`src/rtl/pulse_rate_pkg.sv`:
```
`default_nettype none
// +--------------------------------------------------------------------+
// | pulse_rate_pkg                                                     |
// | Shared state encoding and default widths for pulse_rate_meter.     |
// | Revision: 1.0                                                      |
// +--------------------------------------------------------------------+
package pulse_rate_pkg;

    localparam int DEF_CNT_W = 16;
    localparam int DEF_WIN_W = 24;

    typedef enum logic [1:0] {
        IDLE    = 2'd0,
        MEASURE = 2'd1,
        DONE    = 2'd2
    } state_t;

endpackage
`default_nettype wire

```
`src/rtl/pulse_rise_detect.sv`:
```
`default_nettype none
// +--------------------------------------------------------------------+
// | pulse_rise_detect                                                  |
// | One-cycle rising-edge strobe from a synchronous level input.       |
// | Revision: 1.0                                                      |
// +--------------------------------------------------------------------+
module pulse_rise_detect (
    input  logic clk,
    input  logic async_rst,
    input  logic din,
    output logic rise
);

    logic r_pulse_d;

    always_ff @(posedge clk or negedge async_rst) begin
        if (!async_rst) begin
            r_pulse_d <= 1'b0;
        end else begin
            r_pulse_d <= din;
        end
    end

    assign rise = din & ~r_pulse_d;

endmodule
`default_nettype wire

```
`src/rtl/pulse_rate_meter.sv`:
```
`default_nettype none
// +--------------------------------------------------------------------+
// | pulse_rate_meter                                                   |
// | Counts rising edges of pulse_in over a programmable window.        |
// | Revision: 1.0                                                      |
// +--------------------------------------------------------------------+
module pulse_rate_meter
    import pulse_rate_pkg::*;
#(
    parameter int CNT_W = DEF_CNT_W,
    parameter int WIN_W = DEF_WIN_W
) (
    input  logic             clk,
    input  logic             async_rst,
    input  logic             pulse_in,
    input  logic             start,
    input  logic [WIN_W-1:0] window_len,
    output logic             busy,
    output logic [CNT_W-1:0] count_out,
    output logic             overflow,
    output logic             count_valid,
    input  logic             count_ready
);

    localparam logic [CNT_W-1:0] c_CNT_MAX = '1;
    localparam logic [CNT_W-1:0] c_CNT_ONE = {{(CNT_W-1){1'b0}}, 1'b1};
    localparam logic [WIN_W-1:0] c_WIN_ONE = {{(WIN_W-1){1'b0}}, 1'b1};

    state_t           r_state;
    logic [WIN_W-1:0] r_win_left;
    logic [CNT_W-1:0] r_count;
    logic             r_ovf;
    logic             w_rise;
    logic [CNT_W-1:0] w_count_next;
    logic             w_ovf_next;

    pulse_rise_detect u_rise (
        .clk       (clk),
        .async_rst (async_rst),
        .din       (pulse_in),
        .rise      (w_rise)
    );

    // Saturating count: once at max, further edges only raise the sticky flag.
    always_comb begin
        w_count_next = r_count;
        w_ovf_next   = r_ovf;
        if (w_rise) begin
            if (r_count == c_CNT_MAX) begin
                w_ovf_next = 1'b1;
            end else begin
                w_count_next = r_count + c_CNT_ONE;
            end
        end
    end

    always_ff @(posedge clk or negedge async_rst) begin
        if (!async_rst) begin
            r_state     <= IDLE;
            r_win_left  <= '0;
            r_count     <= '0;
            r_ovf       <= 1'b0;
            busy        <= 1'b0;
            count_valid <= 1'b0;
            count_out   <= '0;
            overflow    <= 1'b0;
        end else begin
            case (r_state)
                IDLE: begin
                    if (start) begin
                        r_state    <= MEASURE;
                        busy       <= 1'b1;
                        r_win_left <= (window_len == '0) ? c_WIN_ONE : window_len;
                        r_count    <= '0;
                        r_ovf      <= 1'b0;
                    end
                end
                MEASURE: begin
                    r_count    <= w_count_next;
                    r_ovf      <= w_ovf_next;
                    r_win_left <= r_win_left - c_WIN_ONE;
                    // Last window cycle: its own edge is folded into the result.
                    if (r_win_left == c_WIN_ONE) begin
                        r_state     <= DONE;
                        busy        <= 1'b0;
                        count_valid <= 1'b1;
                        count_out   <= w_count_next;
                        overflow    <= w_ovf_next;
                    end
                end
                DONE: begin
                    if (count_ready) begin
                        r_state     <= IDLE;
                        count_valid <= 1'b0;
                    end
                end
                default: begin
                    r_state     <= IDLE;
                    busy        <= 1'b0;
                    count_valid <= 1'b0;
                end
            endcase
        end
    end

endmodule
`default_nettype wire

```
`config.mk`:
```
export PLATFORM = sky130hd
export DESIGN_NAME = pulse_rate_meter
export DESIGN_NICKNAME = d
export VERILOG_FILES = /design/src/rtl/pulse_rate_pkg.sv /design/src/rtl/pulse_rise_detect.sv /design/src/rtl/pulse_rate_meter.sv
export SDC_FILE = /design/constraint.sdc
export NUM_CORES = 1
export LEC_CHECK = 0
export BUFFER_PORTS_ARGS = -buffer_cell sky130_fd_sc_hd__buf_2
export CORE_ASPECT_RATIO = 0.5
export CORE_MARGIN = 2
export CORE_UTILIZATION = 50
export DETAILED_ROUTE_END_ITERATION = 6
export PLACE_DENSITY = 0.74
export SYNTH_ARGS = -nofsm -noshare
export SYNTH_HDL_FRONTEND = slang
export SYNTH_SLANG_ARGS = --single-unit
```
`constraint.sdc`:
```
create_clock -name clk -period 2.1 [get_ports clk]
set_clock_uncertainty 0.05 [all_clocks]
set_input_delay 0.315 -clock clk [delete_from_list [all_inputs] [get_ports clk]]
set_output_delay 0.315 -clock clk [all_outputs]
set_load 0.03 [all_outputs]
```
Yosys cells after proc, flatten, opt, wreduce, memory -nomap -nowiden

Cells that the tools add are included.

Flip-flop bits (word level): 63
Logic and storage cells: 51

Add/sub/neg operators: 2
Eq/ne operators: 7
Muxes and demuxes: 21
Bitwise gates (word level): 4
Reductions and logical operators: 8

Operators by type and width:

| kind                                                | count |
|---|---|
| two-way mux 16 bit                                  | 3 |
| two-way mux 24 bit                                  | 2 |
| one-hot mux 24 bit (2 select lines)                 | 1 |
| one-hot mux 16 bit (2 select lines)                 | 1 |
| == test 24 x 1 -> 1 bit (second input constant)     | 1 |
| zero test 24 bit                                    | 1 |
| subtractor 24 x 1 -> 24 bit (second input constant) | 1 |
| adder 16 x 1 -> 16 bit (second input constant)      | 1 |
| == test 16 bit (second input constant)              | 1 |
| AND reduction 3 bit                                 | 3 |
| two-way mux 1 bit                                   | 7 |
| two-way mux 2 bit                                   | 3 |
| inequality test 2 bit (second input constant)       | 3 |
| one-hot mux 1 bit (3 select lines)                  | 2 |
| one-hot mux 2 bit (3 select lines)                  | 1 |
| AND reduction 2 bit                                 | 2 |
| NOT 1 bit                                           | 3 |
| == test 2 x 1 -> 1 bit (second input constant)      | 1 |
| == test 2 bit (second input constant)               | 1 |
| zero test 2 bit                                     | 1 |
| one-hot mux 1 bit (2 select lines)                  | 1 |
| nonzero test 2 bit                                  | 1 |
| bitwise AND 1 bit                                   | 1 |

Longest topological paths before layout

Depth in word-level cells: 4
Gate-level depth with buffers: 8

By module

Synthesis repeated with hierarchy kept, for this count alone.

Cells, all modules: 407
Area total of the unflattened synthesis: 3616.0 um^2

Modules (own cells, without submodules):

| module            | times used | cells each | area each (um^2) | sequential area each (um^2) |
|---|---|---|---|---|
| pulse_rate_meter  | 1          | 405        | 3577.2           | 1551.5 |
| pulse_rise_detect | 1          | 2          | 38.8             | 25.0 |

Worst setup path before layout

No wires, ideal clock.

Kind: register -> register
Start point: reg r_win_left[0]
End point: reg r_win_left[16]
Setup time: 0.124 ns
Arrival: 2.046 ns
Data required time: 1.926 ns
Path slack: -0.119 ns
Cell stages (with the launch flop): 8
Path buffers: 0
Clock period less this slack: 2.219 ns
Path through: dfrtp_1 > inv_1 > ha_1 > or3b_2 > nor2_2 > nand3_1 > o311a_1 > a211o_1

Longest elaborated chain between the ends: 2

RTL lines:

| what                                | line                   | source |
|---|---|---|
| start, declared                     | pulse_rate_meter.sv:30 | `logic [WIN_W-1:0] r_win_left;` |
| start signal, assigned              | pulse_rate_meter.sv:73 | `r_win_left <= (window_len == '0) ? c_WIN_ONE : window_len;` |
| start signal, assigned              | pulse_rate_meter.sv:81 | `r_win_left <= r_win_left - c_WIN_ONE;` |
| subtractor 24 x 1 -> 24 bit         | pulse_rate_meter.sv:81 |  |
| one-hot mux 24 bit (2 select lines) | pulse_rate_meter.sv:68 | `case (r_state)` |

No other way between the ends.
A chain may end at the register's enable or synchronous reset.

Worst setup path after layout

Start point: reg r_win_left[7]
End point: reg r_win_left[13]

The elaborated chain is that of the path after synthesis.

==> impl_metrics.ini <==
[layout]
antennaDiodeCount = 0
fin_cells = 602
post_route_cells_drive_above_1_share = 0.357
area_growth_pct = 37.2
nets = 537

[worst_setup_path]
max_stage_delay_ns = 0.58
r2r-end = r_win_left[13]
crit_chain = or4_4 -> buf_6 -> or3_4 -> or3_4 -> nand3_2 -> o211ai_1
r2r_setup_slack_ns = -0.09
worst_ep_required_time_ns = 2.26
worstSetupStartpointType = flip-flop
rr_worst_depth = 6
critPathArrivalTime_ns = 2.35
cpMostUsedCell = or3_4
critPathMaxFanout = 3
critPathCaptureType = flip-flop
crit_type = reg2reg
r2r_start = r_win_left[7]
critPathSlowestCell = or4_4

[run]
max_cap_violations = 0

[logic_synthesis]
syn_inst = 406
ys.flop_type = dfrtp_1
syn_avg_cell_area_sq_um = 8.80
yosysWarnings = 0
ys_ff_latch = 63
syn_nets = 438
syn_area_sq_um = 3570
synth_edf_count = 0
synth-async-reset-ratio = 1.00
synth_cell_types = 59
yosysSeqAreaShare = 0.441

[sta]
slew_headroom = 0.707
finalSetupTns_ns = -0.0962
final.period_utilization = 1.04
fin_crit_ns = 2.19
layout_setup_ws_ns = -0.0896
fmax_mhz = 457
setup_viol = 3
finalHoldViolations = 0
rsz0062_at_grt = yes
tightest_slew_ns = 0.435
maxSlewViolCount = 0

[worst_hold_path]
min-delay-path-class = in2reg
hold-path-cell-count = 2
holdPathEnd = r_state[1]
hold_start = count_ready

[global_routing]
grt_pass1_wl_mm = 16.5
grt_start_max_net_pins = 64
overflow = 0
grtUsageTotal = 0.270
antenna_found_initial = 0
grt_pass1_vias = 3426

[die]
fp-row-count = 21
num_io_pins = 48
die_w_um = 124
start_util = 0.525
die_height_um = 63.8
core_sq_um = 6810
die_area_sq_um = 7880

[placement]
gp_congestion = 0.954
dp_cells = 577
hpwlAfterDp_mm = 6.93
port-buffer-count = 47

[clock_network]
cts_sinks = 63
htreeDepth = 3
tritoncts = yes
cts_buffers = 9
cts_buffer_depth = 2
clock-root-buffer = clkbuf_16
clk_pin_slew_worst_paths_ns = 0.05
clkLatencyLatePin_ns = 0.34

[route]
first_pass_iters = 5
drt_wl_total_mm = 10.1
wire_per_inst_um = 16.8
via_per_inst = 5.99
num_vias = 3604
drtIter0Drc = 345
postRouteAntennaNets = 0
remaining_drc_errors = 0

[pwr]
cellPowerDensity_nw_per_um2 = 918
ir_drop_v = 0.000624
leakagePower_nw = 2.16

[run_status]
status = finished with violations
violations = negative setup slack
==> area by class of cell <==
cell class	count	area (sq um)
clock buffers	10	229
fillers	520	1900
clock inverters	6	61.3
multi-input cells	308	2110
flip-flops and latches	63	1580
well taps	92	115
inverters	12	45.0
repair buffers	111	764
==> cell usage after synthesis (all sizes together) (4+ instances only) <==
| cell | count | share of area |
|---|---|---|
| a211o | 5 | 0.012 |
| a211oi | 4 | 0.0084 |
| a21o | 4 | 0.0084 |
| a21oi | 27 | 0.038 |
| a31oi | 8 | 0.014 |
| and3 | 9 | 0.016 |
| buf | 5 | 0.0067 |
| clkbuf | 18 | 0.019 |
| dfrtp | 63 | 0.44 |
| inv | 12 | 0.013 |
| nand2 | 45 | 0.047 |
| nand2b | 6 | 0.011 |
| nand3 | 16 | 0.022 |
| nand4 | 7 | 0.014 |
| nor2 | 32 | 0.034 |
| nor3 | 15 | 0.021 |
| nor4 | 13 | 0.027 |
| o21ai | 35 | 0.049 |
| or3 | 10 | 0.018 |
| or4 | 4 | 0.011 |
| xnor2 | 7 | 0.017 |
==> per-stage QoR <==
step           cell area, sq um  setup WS, ns  hold slack, ns  power, mW   util
3_5_place_dp               4270        -0.190           0.304       2.85  0.628
6_report                   4900       -0.0896           0.111       4.50  0.721
3_3_place_gp               4270       -0.0774           0.303       2.81  0.628
2_1_floorplan              3590        0.0375         -0.0306       2.29      -
4_1_cts                    4690       0.00821           0.109       4.38  0.689
5_1_grt                    4900        -0.116           0.106       4.72  0.721
==> power breakdown <==
part / total [mW] / switching [mW] / internal [mW] / leakage (nW)
combinational: 1.36 / 0.666 / 0.695 / 1.29
clock: 1.46 / 0.550 / 0.913 / 0.142
sequential: 1.68 / 0.228 / 1.45 / 0.722
total: 4.50 / 1.44 / 3.06 / 2.16
==> cells in the final DEF (no fill, tap or decap), types with 10 or more instances in the layout <==
master   Yosys  layout
dfrtp_1     63      63
buf_4        0      53
buf_2        4      47
nand2_1     45      39
nor2_1      31      31
a21oi_1     27      24
o21ai_0     21      20
nand3_1     16      13
o21ai_1     14      12
nor4_1      12      11
inv_1       12      10
nor3_1      15      10
==> layer usage <==
metal  track usage  wire length, um
met5             0                0
met4        0.0767              129
met3        0.0813              624
met2         0.420             4650
met1         0.366             4710
==> flip-flops by register name (all words and copies together) (netlist names) <==
name,flops
overflow,1
u_rise.r_pulse_d,1
r_ovf,1
r_count,16
r_win_left,24
count_out,16
r_state,2
count_valid,1
busy,1
==> worst max-delay path: cells and delay by family (launching register included) <==
kind	cells	cell delay, ns
simple gates	4	1.40
flops	1	0.37
buf+inv	1	0.15
compound gates	1	0.10
==> worst max path at each step <==
stage / to / slack (ns) / from
after floorplan: count_out[13] / 0.04 / r_win_left[1]
after global placement: count_out[13] / -0.08 / r_win_left[1]
after detailed placement: count_out[2] / -0.19 / r_win_left[1]
after CTS: count_out[13] / 0.008 / r_win_left[14]
after global routing: count_out[15] / -0.12 / r_win_left[7]
final: r_win_left[13] / -0.09 / r_win_left[7]
==> kinds of logic (layout without fill, tap and decap cells) <==
| logic type | Yosys count | count (layout) | synth area share |
|---|---|---|---|
| mux | 3 | 3 | 0.00875 |
| simple gates | 172 | 172 | 0.254 |
| compound gates | 120 | 120 | 0.223 |
| xor+xnor | 10 | 10 | 0.0245 |
| fa+ha+maj | 3 | 3 | 0.0105 |
| flops | 63 | 63 | 0.441 |
| buf+inv | 35 | 139 | 0.0382 |
==> what timing repair did <==
| action | in CTS | in global routing |
|---|---|---|
| pin swaps | 8 | 16 |
| setup buffers | 6 | 3 |
| endpoints found under the setup margin | 29 | 34 |
| hold endpoints to repair | 63 | 0 |
| hold buffers | 1 | 0 |
| gates resized for setup | 17 | 46 |
Power figures use the tool's default switching activity.
